### src/rtl/queue_tap_sched.sv
// queue_tap_sched: sequences FIR tap reads for the HF and LF sample queues
// over one shared RAM read port and MAC. A round-robin arbiter grants one
// pending channel per burst; each burst walks LEN taps oldest-to-newest,
// wrapping at DEPTH, with MAC framing strobes delayed by RD_LAT.
// Build macro SCHED_STATS_EN adds the ovr_cnt / max_wait statistics ports.
module queue_tap_sched #(
    parameter int DEPTH  = 1536,
    parameter int AW     = 11,
    parameter int HF_LEN = 1531,
    parameter int LF_LEN = 1021,
    parameter int RD_LAT = 1
) (
    input  logic          clk,
    input  logic          rst_n,
    input  logic          hf_req,
    input  logic [AW-1:0] hf_base,
    input  logic          lf_req,
    input  logic [AW-1:0] lf_base,
    output logic [AW-1:0] raddr,
    output logic          rsel,
    output logic [AW-1:0] coeff_addr,
    output logic          tap_vld,
    output logic          tap_first,
    output logic          tap_last,
    output logic          tap_ch,
    output logic          busy,
    output logic          hf_done,
    output logic          lf_done,
    output logic          overrun
`ifdef SCHED_STATS_EN
    ,
    output logic [15:0]   ovr_cnt,
    output logic [15:0]   max_wait
`endif
);

    localparam logic [AW:0]   DEPTH_W   = (AW+1)'(DEPTH);
    localparam logic [AW-1:0] HF_LAST   = AW'(HF_LEN - 1);
    localparam logic [AW-1:0] LF_LAST   = AW'(LF_LEN - 1);
    localparam logic [1:0]    DRAIN_END = 2'(RD_LAT - 1);

    typedef enum logic [1:0] {
        S_IDLE,
        S_BURST,
        S_DRAIN
    } state_t;

    state_t          state, state_nx;
    logic            pend_hf, pend_lf;
    logic [AW-1:0]   base_hf, base_lf;
    logic            rr_last;
    logic [AW-1:0]   idx;
    logic [1:0]      dcnt;
    logic            grant, grant_ch, drain_end;
    logic            pick_lf, any_pend;
    logic [AW-1:0]   last_idx;
    logic            at_last;
    logic [AW:0]     raddr_inc;
    logic [AW-1:0]   raddr_wrap;
    logic            ovr_hf_ev, ovr_lf_ev;
    logic            grant_hf, grant_lf;
    logic [3:0]      a_strb;
    logic [RD_LAT-1:0][3:0] pipe;

    // Out-of-contract pointers (>= DEPTH) are folded back once.
    function automatic logic [AW-1:0] fold_base(input logic [AW-1:0] b);
        if ({1'b0, b} >= DEPTH_W)
            return AW'({1'b0, b} - DEPTH_W);
        return b;
    endfunction

    assign any_pend   = pend_hf | pend_lf;
    assign pick_lf    = ~pend_hf | (pend_lf & ~rr_last);
    assign last_idx   = rsel ? LF_LAST : HF_LAST;
    assign at_last    = (idx == last_idx);
    assign raddr_inc  = {1'b0, raddr} + 1'b1;
    assign raddr_wrap = (raddr_inc == DEPTH_W) ? '0 : raddr_inc[AW-1:0];
    assign grant_hf   = grant & ~grant_ch;
    assign grant_lf   = grant & grant_ch;
    // A request landing on the edge that consumes its channel's pending
    // window starts a fresh window rather than overrunning it.
    assign ovr_hf_ev  = hf_req & pend_hf & ~grant_hf;
    assign ovr_lf_ev  = lf_req & pend_lf & ~grant_lf;
    assign busy       = (state != S_IDLE);
    assign coeff_addr = idx;

    // FSM state register.
    always_ff @(posedge clk or negedge rst_n) begin
        if (!rst_n) state <= S_IDLE;
        else        state <= state_nx;
    end

    // Next state and grant decision; DRAIN exit may grant directly.
    always_comb begin
        state_nx  = state;
        grant     = 1'b0;
        grant_ch  = 1'b0;
        drain_end = 1'b0;
        case (state)
            S_IDLE: begin
                if (any_pend) begin
                    grant    = 1'b1;
                    grant_ch = pick_lf;
                    state_nx = S_BURST;
                end
            end
            S_BURST: begin
                if (at_last) state_nx = S_DRAIN;
            end
            S_DRAIN: begin
                if (dcnt == DRAIN_END) begin
                    drain_end = 1'b1;
                    if (any_pend) begin
                        grant    = 1'b1;
                        grant_ch = pick_lf;
                        state_nx = S_BURST;
                    end else begin
                        state_nx = S_IDLE;
                    end
                end
            end
            default: state_nx = S_IDLE;
        endcase
    end

    // Request capture, arbitration bookkeeping and address walk.
    always_ff @(posedge clk or negedge rst_n) begin
        if (!rst_n) begin
            pend_hf <= 1'b0;
            pend_lf <= 1'b0;
            base_hf <= '0;
            base_lf <= '0;
            rr_last <= 1'b1;
            idx     <= '0;
            raddr   <= '0;
            rsel    <= 1'b0;
            dcnt    <= '0;
            overrun <= 1'b0;
            hf_done <= 1'b0;
            lf_done <= 1'b0;
        end else begin
            pend_hf <= hf_req | (pend_hf & ~grant_hf);
            pend_lf <= lf_req | (pend_lf & ~grant_lf);
            if (hf_req) base_hf <= fold_base(hf_base);
            if (lf_req) base_lf <= fold_base(lf_base);
            if (ovr_hf_ev | ovr_lf_ev) overrun <= 1'b1;
            hf_done <= drain_end & ~rsel;
            lf_done <= drain_end & rsel;
            dcnt    <= (state == S_DRAIN && !drain_end) ? dcnt + 2'd1 : '0;
            if (grant) begin
                rr_last <= grant_ch;
                rsel    <= grant_ch;
                raddr   <= grant_ch ? base_lf : base_hf;
                idx     <= '0;
            end else if (state == S_BURST && !at_last) begin
                idx   <= idx + 1'b1;
                raddr <= raddr_wrap;
            end
        end
    end

    assign a_strb = {state == S_BURST,
                     state == S_BURST && idx == '0,
                     state == S_BURST && at_last,
                     rsel};
    assign {tap_vld, tap_first, tap_last, tap_ch} = pipe[RD_LAT-1];

    if (RD_LAT == 1) begin : g_pipe1
        // Single-stage delay of the address-phase strobes.
        always_ff @(posedge clk or negedge rst_n) begin
            if (!rst_n) pipe <= '0;
            else        pipe <= a_strb;
        end
    end else begin : g_pipen
        // RD_LAT-stage shift of the address-phase strobes.
        always_ff @(posedge clk or negedge rst_n) begin
            if (!rst_n) pipe <= '0;
            else        pipe <= {pipe[RD_LAT-2:0], a_strb};
        end
    end

`ifdef SCHED_STATS_EN
    logic [15:0] wait_hf, wait_lf, g_wait;
    logic [16:0] ovr_sum;

    assign g_wait  = grant_ch ? wait_lf : wait_hf;
    assign ovr_sum = {1'b0, ovr_cnt} + 17'(ovr_hf_ev) + 17'(ovr_lf_ev);

    // Saturating overrun count and worst-case request-to-grant wait.
    always_ff @(posedge clk or negedge rst_n) begin
        if (!rst_n) begin
            ovr_cnt  <= '0;
            max_wait <= '0;
            wait_hf  <= '0;
            wait_lf  <= '0;
        end else begin
            ovr_cnt <= ovr_sum[16] ? '1 : ovr_sum[15:0];
            if (grant && g_wait > max_wait) max_wait <= g_wait;
            if (hf_req)                          wait_hf <= 16'd1;
            else if (pend_hf && wait_hf != '1)   wait_hf <= wait_hf + 16'd1;
            if (lf_req)                          wait_lf <= 16'd1;
            else if (pend_lf && wait_lf != '1)   wait_lf <= wait_lf + 16'd1;
        end
    end
`endif

endmodule

### config.mk
export PLATFORM = sky130hd
export DESIGN_NAME = queue_tap_sched
export DESIGN_NICKNAME = d
export VERILOG_FILES = /design/src/rtl/queue_tap_sched.sv
export SDC_FILE = /design/constraint.sdc
export NUM_CORES = 1
export LEC_CHECK = 0
export CAP_MARGIN = 5
export CORE_UTILIZATION = 52
export CTS_CLUSTER_DIAMETER = 150
export DETAILED_ROUTE_END_ITERATION = 10
export PLACE_DENSITY = 0.8
export SLEW_MARGIN = 25
export SYNTH_ARGS = -nofsm -noshare
export SYNTH_HDL_FRONTEND = slang
export SYNTH_SLANG_ARGS = --single-unit
### constraint.sdc
create_clock -name clk -period 3.7 [get_ports clk]
set_input_delay 0.925 -clock clk [delete_from_list [all_inputs] [get_ports clk]]
set_output_delay 0.925 -clock clk [all_outputs]
set_load 0.01 [all_outputs]
==> results.toml <==
[floorplan]
start_util_pct = 54.0
die_area_um2 = 6070
io_pins = 57
coreArea_um2 = 5540
rows = 27
dieHeight_um = 77.9
die_w_um = 77.9

[power]
finalPower_mw = 1.73
p_int_mw = 1.21
power_switching_mw = 0.520
power_frac_comb_pct = 20.7
seqPwrFrac_pct = 48.8
peakVddDrop_mv = 0.278
pwr-share-clk_pct = 30.5
leakage_nw = 1.51
switching_share_pct = 30.1
power_density_nw_per_um2 = 459

[routing]
num_vias = 2368
dr.pass1.iters = 4
routed_wl_um = 6640
wl_per_cell_um = 16.4
drc = 0
drt_iter0_markers = 152
viasPerCell = 5.85
ant_nets = 0

[run]
cap_violations = 0

[layout]
antenna_cells = 0
nFillCells = 464
final_layout_size_suffix_gt1_share_pct = 15.9
layout.nets = 358
multi_input_area_um2 = 1370
final_area_um2 = 3760
syn2layout_area_growth_pct = 25.4
regArea_um2 = 1480

[sta]
setup_viol = 0
fin_ws_ns = 1.16
final_hold_viol_count = 0
fin_tns_setup_ns = 0
fin_crit_ns = 2.54
worstMarginPinSlew_ns = 0.977
slew-limit-headroom_pct = 34.9
finalCritPeriodShare_pct = 68.6
drv_slew = 0
worst_clock_skew_ns = 0.00565
hold-worst-slack_ns = 0.424
rsz0062_at_grt = "no"
max_freq_mhz = 394

[yosys]
synth_enable_flop_cells = 0
syn_inst = 271
synth.distinct_cells = 63
synth_seq_area_share_pct = 49.4
synth-main-ff-cell = "dfrtp_1"
synthesis.nets = 301
async_reset_ff_share_pct = 100
syn_area_per_cell_um2 = 11.0
ys_ff_latch = 59
synth_warnings = 0
syn_area_um2 = 2990

[clock_tree]
cts_buffers = 9
clock_sinks = 59
ctsHtreeMaxLevel = 3
clockRootBuffer = "clkbuf_8"
cts_resized = 0
cts_tree = "built"
insertion_delay_ns = 0.34
clockBufferDepth = 2
cts_setup_buffers = 0
ctsHoldBuffers = 0
clk_pin_slew_ns = 0.06

[critical_path]
cp_slowest_cell = "dfrtp_1"
critPathArrivalTime_ns = 1.61
cp-startpoint = "state[0]$_DFFE_PN0P_"
worstReg2RegStart = "dcnt[0]$_DFF_PN0_"
endpoint_kind = "primary output"
rrSetupSlack_ns = 1.39
reg2reg_depth = 7
path_cells = "or2_2 -> clkdlybuf4s50_1"
critPathRequiredTime_ns = 2.77
endpoint = "busy"
path_class = "flop to primary output"
path_max_fanout = 9
startpoint_type = "flop"
r2r_end = "raddr[7]$_DFFE_PN0P_"
slowest_delay_ns = 0.48

[global_route]
overflow = 0
grt_usage_pct = 24.4
grt_pass1_wl_um = 11200
grt_pass1_vias = 2383
grt_max_degree = 44
antenna_found_initial = 0

[placement]
dp_hpwl_um = 4700
gp_congestion = 0.900
port_buffers = 56
placed_area_um2 = 3570
pre_cts_ws_ns = 1.36

[status]
outcome = "finished, final reports clean"

[min_path]
hp-class = "flop to flop"
## metrics by stage
stage	std cells	utilization (%)
after floorplan	271	-
after CTS	405	67.8
final	405	67.8
after global placement	389	64.5
after detailed placement	389	64.5
after global routing	405	67.8
## synth_stat cells, types with 3 or more instances
library cell | number | area share, %
a21oi_1 | 5 | 0.84
a22o_1 | 3 | 0.88
a22oi_1 | 7 | 1.8
a31oi_1 | 3 | 0.63
buf_2 | 3 | 0.50
clkbuf_1 | 5 | 0.63
dfrtp_1 | 58 | 48
ha_1 | 4 | 1.7
inv_1 | 17 | 2.1
mux2_2 | 18 | 6.8
mux2i_1 | 3 | 1.0
nand2_1 | 18 | 2.3
nand2b_1 | 3 | 0.63
nand3_1 | 13 | 2.2
nand3b_1 | 4 | 1.0
nand4_1 | 4 | 0.84
nor2_1 | 21 | 2.6
o211ai_1 | 7 | 1.8
o21ai_0 | 7 | 1.2
xnor2_1 | 11 | 3.2
## power groups by stage
stage | clock network, mW | registers [mW] | logic, mW
floorplan | 0 | 0.834 | 0.173
global placement | 0 | 0.844 | 0.347
detailed placement | 0 | 0.849 | 0.356
CTS | 0.537 | 0.839 | 0.360
global route | 0.571 | 0.855 | 0.388
finish | 0.527 | 0.841 | 0.357
## critical path: cells and delay by family (launching register included)
kind / cells / cell delay [ns]
buffers and inverters: 1 / 0.48
DFF: 1 / 0.48
and+or+nand+nor: 1 / 0.33
## routing by layer
layer	global-route usage [%]	share of wire (%)	up-vias
met1	29.6	40	1166
met4	14.2	2.4	0
met2	40.1	51	88
li1	-	-	1098
met5	0	0	-
met3	5.18	6.6	16
## cell usage in the layout, fill, tap and decap left out, types with 3 or more instances in the layout
cell             instances
clkinv_2                 4
o21ai_0                  7
clkbuf_8                11
dfrtp_1                 58
inv_1                   17
nand2b_1                 3
nor2_1                  21
nand4_1                  4
buf_4                    4
a21oi_1                  5
nand2_1                 18
nand3b_1                 4
a31oi_1                  3
ha_1                     4
nand3_1                 13
o211ai_1                 7
mux2_2                  18
mux2i_1                  3
a22oi_1                  7
a22o_1                   3
clkdlybuf4s50_1         55
xnor2_1                 11
## sequential cells by signal, summed over array words and instances, names as in the netlist, 2 cells and up
signal and flops:
pipe 4, base_lf 11, raddr 11, base_hf 11, state 2, dcnt 2
coeff_addr 11
## layout make-up
type / instances / share of cell area (%)
Multi-Input combinational cell: 182 / 36.3
Clock inverter: 5 / 0.733
Timing Repair Buffer: 59 / 15.5
Sequential cell: 59 / 39.3
Tap cell: 72 / 2.40
Clock buffer: 11 / 4.03
Inverter: 17 / 1.70
## cell families after synthesis
| logic type | synth area share, % |
|---|---|
| multiplexers | 7.77 |
| AND/OR/NAND/NOR | 17.8 |
| flip-flops | 49.4 |
| XOR/XNOR | 3.80 |
| adder cells (fa/ha/maj) | 1.67 |
| buffers and inverters | 5.06 |
| AO/OA/AOI/OAI | 14.5 |
## how the worst min path moves through the flow
stage	start	to	slack (ns)	depth (start not counted)
3_5_place_dp	dcnt[0]$_DFF_PN0_	dcnt[0]$_DFF_PN0_	0.42	1
2_1_floorplan	dcnt[0]$_DFF_PN0_	dcnt[0]$_DFF_PN0_	0.40	1
4_1_cts	dcnt[0]$_DFF_PN0_	dcnt[0]$_DFF_PN0_	0.43	1
5_1_grt	dcnt[0]$_DFF_PN0_	dcnt[0]$_DFF_PN0_	0.45	1
3_3_place_gp	dcnt[0]$_DFF_PN0_	dcnt[0]$_DFF_PN0_	0.41	1
6_report	dcnt[0]$_DFF_PN0_	dcnt[0]$_DFF_PN0_	0.42	1
Note: power is estimated with default switching activity, not from simulation.
